===== src/rtl/freq_meter_hertz_pkg.sv =====
// ---------------------------------------------------------------------------
// freq_meter_hertz_pkg
//   Shared constants and types for the hertz frequency meter.
//   - BOARD_CLK_FREQ : board system clock in Hz. The hertz divider and the
//                      meter both take their default clock frequency from it.
//   - fm_dbg_t       : FSM observation struct exported by the meter.
//   - gate_cycles()  : gate window length in system clocks.
// ---------------------------------------------------------------------------
package freq_meter_hertz_pkg;

   localparam int unsigned BOARD_CLK_FREQ  = 12_000_000;
   localparam int unsigned DEFAULT_GATE_HZ = 1;
   localparam int          DEFAULT_COUNT_W = 32;

   // measure  : FSM is in the MEASURE state
   // terminal : current cycle is the last cycle of the gate window
   typedef struct packed {
      logic measure;
      logic terminal;
   } fm_dbg_t;

   function automatic int unsigned gate_cycles(input int unsigned clk_freq,
                                               input int unsigned gate_hz);
      return clk_freq / gate_hz;
   endfunction

endpackage : freq_meter_hertz_pkg


===== src/rtl/freq_meter_hertz_if.sv =====
// ---------------------------------------------------------------------------
// freq_meter_hertz_if
//   Result bus of the frequency meter.
//   - freqHz    : last completed measurement in Hz, holds between updates
//   - freqValid : one-cycle strobe, freqHz/overflow were updated this cycle
//   - overflow  : the last result saturated
//   Protocol: there is no back-pressure. freqValid is a pure strobe; the
//   consumer must take freqHz/overflow in the cycle freqValid is high or read
//   the held value later. freqHz and overflow only change when freqValid is 1.
//   Modports: master = meter (drives), slave = consumer (observes).
// ---------------------------------------------------------------------------
interface freq_meter_hertz_if #(
   parameter int COUNT_W = 32
);
   logic [COUNT_W-1:0] freqHz;
   logic               freqValid;
   logic               overflow;

   modport master (output freqHz, output freqValid, output overflow);
   modport slave  (input  freqHz, input  freqValid, input  overflow);

endinterface : freq_meter_hertz_if


===== src/rtl/freq_meter_hertz_sync_edge_detect.sv =====
// ---------------------------------------------------------------------------
// sync_edge_detect
//   2-FF synchronizer followed by a registered rising-edge detector for an
//   asynchronous external input (signals, buttons, ...).
//   Ports:
//     clk     in  system clock
//     rst     in  asynchronous active-high reset (all flops to 0)
//     sig_i   in  asynchronous input
//     pulse_o out one-clock pulse, 3 clocks after a 0->1 transition of sig_i
// ---------------------------------------------------------------------------
module sync_edge_detect (
   input  logic clk,
   input  logic rst,
   input  logic sig_i,
   output logic pulse_o
);

   logic sync1_q;
   logic sync2_q;
   logic prev_q;
   logic pulse_q;

   always_ff @(posedge clk or posedge rst) begin
      if (rst) begin
         sync1_q <= 1'b0;
         sync2_q <= 1'b0;
         prev_q  <= 1'b0;
         pulse_q <= 1'b0;
      end else begin
         sync1_q <= sig_i;
         sync2_q <= sync1_q;
         prev_q  <= sync2_q;
         // Registered so the pulse is glitch-free for downstream counters.
         pulse_q <= sync2_q & ~prev_q;
      end
   end

   assign pulse_o = pulse_q;

endmodule : sync_edge_detect


===== src/rtl/freq_meter_hertz.sv =====
// ---------------------------------------------------------------------------
// freq_meter_hertz
//   Measures the frequency of an asynchronous signal in Hz by counting its
//   rising edges over a gate window of CLK_FREQ/GATE_HZ system clocks and
//   scaling the count by GATE_HZ. A new result is published once per window.
//   Parameters:
//     CLK_FREQ  system clock in Hz (default from BOARD_CLK_FREQ)
//     GATE_HZ   gate windows per second
//     COUNT_W   width of the edge counter and of the result
//   Ports:
//     clk     in  system clock
//     rst     in  asynchronous active-high reset
//     enable  in  measurement runs while high
//     sigIn   in  asynchronous signal under measurement
//     busy    out high while a gate window is in progress
//     dbg     out FSM observation (state, terminal cycle)
//     res     master modport: freqHz / freqValid / overflow
// ---------------------------------------------------------------------------
module freq_meter_hertz
   import freq_meter_hertz_pkg::*;
#(
   parameter int unsigned CLK_FREQ = BOARD_CLK_FREQ,
   parameter int unsigned GATE_HZ  = DEFAULT_GATE_HZ,
   parameter int          COUNT_W  = DEFAULT_COUNT_W
) (
   input  logic                clk,
   input  logic                rst,
   input  logic                enable,
   input  logic                sigIn,
   output logic                busy,
   output fm_dbg_t             dbg,
   freq_meter_hertz_if.master  res
);

   localparam int unsigned GATE_CYCLES = gate_cycles(CLK_FREQ, GATE_HZ);
   localparam int          GATE_W      = (GATE_CYCLES > 1) ? $clog2(GATE_CYCLES) : 1;
   localparam int          PROD_W      = COUNT_W + 32;
   localparam logic [COUNT_W-1:0] CNT_MAX  = {COUNT_W{1'b1}};
   localparam logic [GATE_W-1:0]  GATE_END = GATE_W'(GATE_CYCLES - 1);

   if (((CLK_FREQ % GATE_HZ) != 0) || (GATE_CYCLES < 2)) begin : g_bad_cfg
      $error("freq_meter_hertz: CLK_FREQ must be divisible by GATE_HZ and give a window of at least 2 clocks");
   end

   typedef enum logic {
      ST_IDLE    = 1'b0,
      ST_MEASURE = 1'b1
   } state_t;

   state_t             state_q, state_d;
   logic [GATE_W-1:0]  gate_cnt_q, gate_cnt_d;
   logic [COUNT_W-1:0] edge_cnt_q, edge_cnt_d;
   logic               edge_sat_q, edge_sat_d;
   logic [COUNT_W-1:0] freq_q, freq_d;
   logic               ovf_q, ovf_d;
   logic               valid_q, valid_d;

   logic               edge_pulse;
   logic               terminal;
   logic [COUNT_W:0]   edge_sum;
   logic [COUNT_W-1:0] edge_total;
   logic               sum_sat;
   logic [PROD_W-1:0]  prod;
   logic               prod_sat;

   // The synchronizer runs from reset regardless of state, so a level that
   // is already high when enable rises has been absorbed and is not an edge.
   sync_edge_detect u_sync_edge (
      .clk     (clk),
      .rst     (rst),
      .sig_i   (sigIn),
      .pulse_o (edge_pulse)
   );

   assign terminal = (state_q == ST_MEASURE) && (gate_cnt_q == GATE_END);

   // Final count includes an edge landing in the terminal cycle; it belongs
   // to the window that is ending, not the next one.
   always_comb begin
      edge_sum   = {1'b0, edge_cnt_q} + {{COUNT_W{1'b0}}, edge_pulse};
      edge_total = edge_sum[COUNT_W] ? CNT_MAX : edge_sum[COUNT_W-1:0];
      sum_sat    = edge_sat_q | edge_sum[COUNT_W];
      prod       = PROD_W'(edge_total) * PROD_W'(GATE_HZ);
      prod_sat   = (prod >> COUNT_W) != '0;
   end

   // ---------------- FSM: state register ----------------
   always_ff @(posedge clk or posedge rst) begin
      if (rst) begin
         state_q <= ST_IDLE;
      end else begin
         state_q <= state_d;
      end
   end

   // ---------------- FSM: next state ----------------
   // Both the terminal cycle and an abort leave MEASURE when enable is low,
   // so the transition only depends on enable.
   always_comb begin
      state_d = state_q;
      unique case (state_q)
         ST_IDLE:    if (enable)  state_d = ST_MEASURE;
         ST_MEASURE: if (!enable) state_d = ST_IDLE;
         default:    state_d = ST_IDLE;
      endcase
   end

   // ---------------- FSM: outputs ----------------
   always_comb begin
      busy         = (state_q == ST_MEASURE);
      dbg.measure  = (state_q == ST_MEASURE);
      dbg.terminal = terminal;
   end

   // ---------------- Datapath next state ----------------
   always_comb begin
      gate_cnt_d = gate_cnt_q;
      edge_cnt_d = edge_cnt_q;
      edge_sat_d = edge_sat_q;
      freq_d     = freq_q;
      ovf_d      = ovf_q;
      valid_d    = 1'b0;

      if (state_q == ST_MEASURE) begin
         if (terminal) begin
            freq_d     = prod_sat ? CNT_MAX : prod[COUNT_W-1:0];
            ovf_d      = sum_sat | prod_sat;
            valid_d    = 1'b1;
            gate_cnt_d = '0;
            edge_cnt_d = '0;
            edge_sat_d = 1'b0;
         end else if (!enable) begin
            // Abort: discard the partial window, keep the last result.
            gate_cnt_d = '0;
            edge_cnt_d = '0;
            edge_sat_d = 1'b0;
         end else begin
            gate_cnt_d = gate_cnt_q + GATE_W'(1);
            if (edge_pulse) begin
               if (edge_cnt_q == CNT_MAX) begin
                  edge_sat_d = 1'b1;
               end else begin
                  edge_cnt_d = edge_cnt_q + COUNT_W'(1);
               end
            end
         end
      end else begin
         gate_cnt_d = '0;
         edge_cnt_d = '0;
         edge_sat_d = 1'b0;
      end
   end

   // ---------------- Datapath registers ----------------
   always_ff @(posedge clk or posedge rst) begin
      if (rst) begin
         gate_cnt_q <= '0;
         edge_cnt_q <= '0;
         edge_sat_q <= 1'b0;
         freq_q     <= '0;
         ovf_q      <= 1'b0;
         valid_q    <= 1'b0;
      end else begin
         gate_cnt_q <= gate_cnt_d;
         edge_cnt_q <= edge_cnt_d;
         edge_sat_q <= edge_sat_d;
         freq_q     <= freq_d;
         ovf_q      <= ovf_d;
         valid_q    <= valid_d;
      end
   end

   assign res.freqHz    = freq_q;
   assign res.freqValid = valid_q;
   assign res.overflow  = ovf_q;

endmodule : freq_meter_hertz

===== src/flat_wrapper.sv =====
// flat-port wrapper written by rule: the top's interface ports become plain ports
module freq_meter_hertz_flat import freq_meter_hertz_pkg::*;
#(
   parameter int unsigned CLK_FREQ = BOARD_CLK_FREQ,
   parameter int unsigned GATE_HZ  = DEFAULT_GATE_HZ,
   parameter int          COUNT_W  = DEFAULT_COUNT_W
)
  (clk, rst, enable, sigIn, busy, dbg, res_freqHz, res_freqValid, res_overflow);
  freq_meter_hertz_if #(.COUNT_W(COUNT_W)) res_i ();
  input  logic clk;
  input  logic rst;
  input  logic enable;
  input  logic sigIn;
  output logic busy;
  output fm_dbg_t dbg;
  output wire logic [$bits(res_i.freqHz)-1:0] res_freqHz;
  output wire logic [$bits(res_i.freqValid)-1:0] res_freqValid;
  output wire logic [$bits(res_i.overflow)-1:0] res_overflow;
  assign res_freqHz = res_i.freqHz;
  assign res_freqValid = res_i.freqValid;
  assign res_overflow = res_i.overflow;
  freq_meter_hertz #(.CLK_FREQ(CLK_FREQ), .GATE_HZ(GATE_HZ), .COUNT_W(COUNT_W)) u_core (.clk(clk), .rst(rst), .enable(enable), .sigIn(sigIn), .busy(busy), .dbg(dbg), .res(res_i));
endmodule

===== config.mk =====
export PLATFORM = sky130hd
export DESIGN_NAME = freq_meter_hertz_flat
export DESIGN_NICKNAME = d
export VERILOG_FILES = /design/src/rtl/freq_meter_hertz_pkg.sv /design/src/rtl/freq_meter_hertz_if.sv /design/src/rtl/freq_meter_hertz_sync_edge_detect.sv /design/src/rtl/freq_meter_hertz.sv /design/src/flat_wrapper.sv
export SDC_FILE = /design/constraint.sdc
export NUM_CORES = 1
export LEC_CHECK = 0
export BUFFER_PORTS_ARGS = -buffer_cell sky130_fd_sc_hd__buf_2
export CAP_MARGIN = 20
export CELL_PAD_IN_SITES_DETAIL_PLACEMENT = 0
export CELL_PAD_IN_SITES_GLOBAL_PLACEMENT = 2
export CORE_UTILIZATION = 35
export CTS_CLUSTER_SIZE = 28
export DETAILED_ROUTE_END_ITERATION = 8
export PLACE_DENSITY = 0.75
export SETUP_SLACK_MARGIN = 0.3
export SLEW_MARGIN = 5
export SYNTH_ARGS = -nofsm -noshare
export SYNTH_HDL_FRONTEND = slang
export SYNTH_SLANG_ARGS = --single-unit
export TNS_END_PERCENT = 50

===== constraint.sdc =====
create_clock -name clk -period 6.19 [get_ports clk]
set_clock_uncertainty 0.2 [all_clocks]
set_input_delay 0.3095 -clock clk [delete_from_list [all_inputs] [get_ports clk]]
set_output_delay 0.3095 -clock clk [all_outputs]
set_load 0.02 [all_outputs]

# Yosys cells after proc, flatten, opt, wreduce, memory -nomap -nowiden
# Cells that the tools add are included.
# totals
out_inout_bits	37
regBits	96
wordCells	43
inputBits	4
# op_classes
n_mux	17
bitwise	3
n_eq_ne	5
addsub	3
reduce_logical	4
# ops
cell	count
$mux 32	6
$mux 24	3
$add 32x1->33	1
$add 32x1->32 const B	1
$eq 32x32->1 const B	1
$add 24x1->24 const B	1
$eq 24x24->1 const B	1
$ne 4x4->1 const B	3
$mux 1	8
$reduce_and 2->1	3
$and 1x1->1	1
$logic_and 1x1->1	1
$not 1->1	1
$or 1x1->1	1

# Logic depth before layout (Yosys ltp)
# logic_depth
depth_word	6
ltp_mapped	8
ltp_nobuf	7

# Modules after synthesis
# From an unflattened synthesis, not the netlist that was laid out.
# hier_totals
hier_cells	554
hier_area_um2	5212.5
# by_module_without_submodules
module	cells_per_inst	seq_area_each_um2	n_inst	area_per_inst_um2
freq_meter_hertz	548	2302.2	1	5094.9
sync_edge_detect	6	100.1	1	117.6

# Worst setup path before layout
# No wires, ideal clock.
# synth_path
path_kind	register -> register
from	register u_core.edge_cnt_q[0]
to	register u_core.edge_cnt_q[13]
arrival_time_ns	2.150
period_less_slack_ns	2.482
setup_slack_ns	3.708
stages_incl_launch_ff	9
setup_ns	0.132
path_buffers	2
path_cell_list	dfrtp_1 > ha_1 > nand3_1 > or4_4 > buf_6 > o2111ai_4 > buf_6 > xor2_1 > nor2_1
# synth_via
elab_chain_cells	6
word_cells_on_any_way	9
cone_classes	add/sub (1); eq/ne (2); mux (5); reduce/logical (1)
# synth_lines
item	line_no	source
start: declaration	freq_meter_hertz.sv:52	logic [COUNT_W-1:0] edge_cnt_q, edge_cnt_d;
start signal: assignment	freq_meter_hertz.sv:165	edge_cnt_q <= edge_cnt_d;
$add 32x1->32	freq_meter_hertz.sv:143	edge_cnt_d = edge_cnt_q + COUNT_W'(1);
$mux 32	freq_meter_hertz.sv:140	if (edge_cnt_q == CNT_MAX) begin
$mux 32	freq_meter_hertz.sv:139	if (edge_pulse) begin
$mux 32	freq_meter_hertz.sv:132	end else if (!enable) begin
$mux 32	freq_meter_hertz.sv:125	if (terminal) begin
$mux 32	freq_meter_hertz.sv:124	if (state_q == ST_MEASURE) begin
# Several ways; a longest one is shown, not always the timed one. The select of a mux whose other input is x is not followed.
# A chain may end at the register's enable or synchronous reset.

# Worst setup path after layout
# layout_path
from	register u_core.u_sync_edge.pulse_q (netlist: u_core.u_sync_edge.pulse_o)
to	register u_core.freq_q[10] (netlist: u_core.res.freqHz[10])
# layout_via
elab_chain_cells	2
# layout_lines
item	line_no	source
start: declaration	freq_meter_hertz_sync_edge_detect.sv:21	logic pulse_q;
start signal: assignment	freq_meter_hertz_sync_edge_detect.sv:34	pulse_q <= sync2_q & ~prev_q;
$add 32x1->33	freq_meter_hertz.sv:80	edge_sum = {1'b0, edge_cnt_q} + {{COUNT_W{1'b0}}, edge_pulse};
$mux 32	freq_meter_hertz.sv:81	edge_total = edge_sum[COUNT_W] ? CNT_MAX : edge_sum[COUNT_W-1:0];
end signal: assignment	freq_meter_hertz.sv:167	freq_q <= freq_d;
end: declaration	freq_meter_hertz.sv:54	logic [COUNT_W-1:0] freq_q, freq_d;
# No other way between the ends.

==> flow_summary.toml <==
[pwr]
p_sw_share_pct = 20.1
clkPwrFrac_pct = 49.6
leakage_nw = 2.41
power.density_nw_per_um2 = 232
p_switching_w = 0.000265
combPwrFrac_pct = 2.2
seqPwrFrac_pct = 48.1
vdd_drop_max_uv = 133
internal-power_w = 0.00105

[place]
place_hpwl_mm = 7.94
io_buffers = 40
place_congestion = 0.780
pre_cts_ws_ps = 3090

[sta]
fin_crit_ps = 3140
fin_ws_ps = 3050
rsz0062_at_grt = "false"
max_slew_margin_pct = 41.3
worst_pin_slew_ps = 873
setup-tns-final_ps = 0
setup_viol = 0
finalMaxSlewViolations = 0
finalCritPeriodShare_pct = 50.8
fmax_mhz = 318
hold_viol_final = 0

[cells_and_area]
antennaDiodeCount = 0
area_delta_synth_final_pct = 14.0
drive_gt1_share_pct = 17.1
seqCellArea_um2 = 2400
fillCellCount = 1390
layout.nets = 558
multi_input_comb_area_um2 = 2380

[setup_path]
worstSetupStartpoint = "u_core.u_sync_edge.pulse_o"
arrival_ps = 3220
startpoint_type = "flop"
cp_cell_sequence = "ha_1, ha_1, nand3_1, nor4_2, a21boi_2, buf_4, a21oi_1"
r2r_slack_ps = 3050
cp_max_fo = 32
required_ps = 6260
worst_path_most_repeated_cell = "ha_1"
crit_type = "reg -> reg"
cp_slowest_cell = "nor4_2"
worst_setup_path_end_kind = "flop"
r2r_start = "u_core.u_sync_edge.pulse_o"
r2r_cells = 7
timing.rr.end = "u_core.res.freqHz[10]"
max_stage_delay_ps = 740

[routing]
remaining_drc_errors = 0
ant_nets = 0
dr.pass1.iters = 4
viasPerCell = 5.19
routed-via-count = 3812
dr.first_iter.drc_count = 184
routed_wl_mm = 11.5
wire_per_inst_um = 15.7

[die]
num_rows = 43
die-area_um2 = 14700
start_util_pct = 35.9
core_area_um2 = 13900
die_x_um = 121
io_pins = 41
die_h_um = 121

[cts]
ctsResizeCount = 0
clkLatencyLatePin_ps = 350
tritoncts = "done"
cts_sinks = 96
cts_buffers = 9
clkTransAtPathRegs_ps = 70
root_buffer = "clkbuf_16"
clock_path_buffers = 2
h-tree-depth = 3

[logic_synthesis]
yosys-top-cells-area = "dfrtp_1 (48%), xor2_1 (8.3%), nor2_1 (6.4%)"
synth_edf_count = 0
synth.net_count = 528
syn-instance-count = 520
yosysTopAreaCellShare_pct = 48.2
synth_top_flop_cell = "dfrtp_1"
async_flop_share_pct = 100
ys_ff_latch = 96
yosysWarnings = 0
yosysTopAreaCell = "dfrtp_1"
syn_area_per_cell_um2 = 9.58
synth_cell_types = 49
netlist_area_um2 = 4980
ys_seq_area_share_pct = 48.2

[grt]
grt.overflow.total = 0
antenna_found_initial = 0
grt_first_pass_wirelength_mm = 19.0
grt_max_degree = 67
track_usage_pct = 16.9
grt_pass1_vias = 3565

[run_status]
status = "completed"

[run]
drv_cap = 0

[hold_path]
hp-start = "u_core.u_sync_edge.sync1_q"
hold_path.class = "reg -> reg"
hold_depth = 0
min_to = "u_core.u_sync_edge.sync2_q"
[sequential cells by signal, summed over array words and instances, names as in the netlist]
name,cells
u_core.edge_cnt_q,32
u_core.res.freqHz,32
u_core.gate_cnt_q,24
u_core.busy,1
u_core.edge_sat_q,1
u_core.res.freqValid,1
u_core.res.overflow,1
u_core.u_sync_edge.prev_q,1
u_core.u_sync_edge.pulse_o,1
u_core.u_sync_edge.sync1_q,1
u_core.u_sync_edge.sync2_q,1
[power groups by stage]
stage	Sequential [W]	Clock, W	Combinational, W
final	0.000633	0.000653	0.0000295
after global routing	0.000633	0.000693	0.0000346
after CTS	0.000633	0.000673	0.0000311
after detailed placement	0.000645	0	0.0000296
after global placement	0.000645	0	0.0000298
after floorplan	0.000644	0	0.0000203
[per-stage QoR]
stage	hold WS [ps]	power, W	util, %	cells	instance area, µm²
2_1_floorplan	131	0.000665	-	520	4980
3_3_place_gp	131	0.000675	38.1	714	5280
3_5_place_dp	130	0.000675	38.1	715	5290
4_1_cts	152	0.00134	40.9	734	5670
5_1_grt	166	0.00136	40.9	735	5680
6_report	150	0.00132	40.9	735	5680
[logic make-up after synthesis]
logic type      after synthesis  share of synthesized area, %
compound gates               77                          10.3
xor+xnor                     65                          11.4
fa+ha+maj                     4                          1.01
buf+inv                      41                          4.10
flops                        96                          48.2
mux                           1                         0.201
simple gates                236                          24.8
[worst max-delay path, delay by kind of cell, from the launching register on]
family	cells	cell delay [ps]
simple gates	2	1000
flops	1	680
buf+inv	1	280
compound gates	2	290
fa+ha+maj	2	610
[area by class of cell]
| cell class | count | area share (%) |
|---|---|---|
| well taps | 180 | 3.97 |
| flip-flops and latches | 96 | 42.3 |
| multi-input cells | 383 | 41.9 |
| repair buffers | 50 | 4.89 |
| inverters | 10 | 0.705 |
| clock inverters | 5 | 1.81 |
| clock buffers | 11 | 4.45 |
[cell usage in the layout, fill, tap and decap left out, types with 8 or more instances in the layout]
cell type / n
inv_1: 9
a21oi_1: 41
nand4_1: 22
buf_2: 42
nand3_1: 28
clkbuf_16: 9
xnor2_1: 18
o21ai_2: 9
dfrtp_1: 96
or4_1: 8
nor2_1: 85
xor2_1: 47
nand2_1: 36
nor3_1: 8
or3_1: 11
[how the worst max path moves through the flow]
stage	to	cells after the start
3_3_place_gp	u_core.res.freqHz[1]	7
5_1_grt	u_core.res.freqHz[7]	7
4_1_cts	u_core.res.freqHz[10]	7
6_report	u_core.res.freqHz[10]	7
2_1_floorplan	u_core.busy	1
3_5_place_dp	u_core.res.freqHz[10]	7
[synth_stat cells (8+ instances only)]
master     n
a21oi_1   41
buf_2     10
clkbuf_1  11
dfrtp_1   96
inv_1     10
nand2_1   36
nand3_1   28
nand4_1   22
nor2_1    85
nor3_1     8
o21ai_2    9
or3_1     11
or4_1      8
xnor2_1   18
xor2_1    47
[timing repair]
| action | 4_1_cts | 5_1_grt |
|---|---|---|
| hold buffers | 3 | 0 |
| buffers inserted | 0 | 0 |
| hold endpoints to repair | 32 | 0 |
[layer usage]
| metal | vias to the layer above | track usage (%) | part of all wire (%) |
|---|---|---|---|
| li1 | 1868 | - | - |
| met1 | 1829 | 24.2 | 50 |
| met2 | 101 | 24.7 | 43 |
| met3 | 14 | 3.01 | 5.3 |
| met4 | 0 | 7.33 | 1.9 |
| met5 | - | 0 | 0 |
No activity file was read; power rests on OpenSTA's default activity.
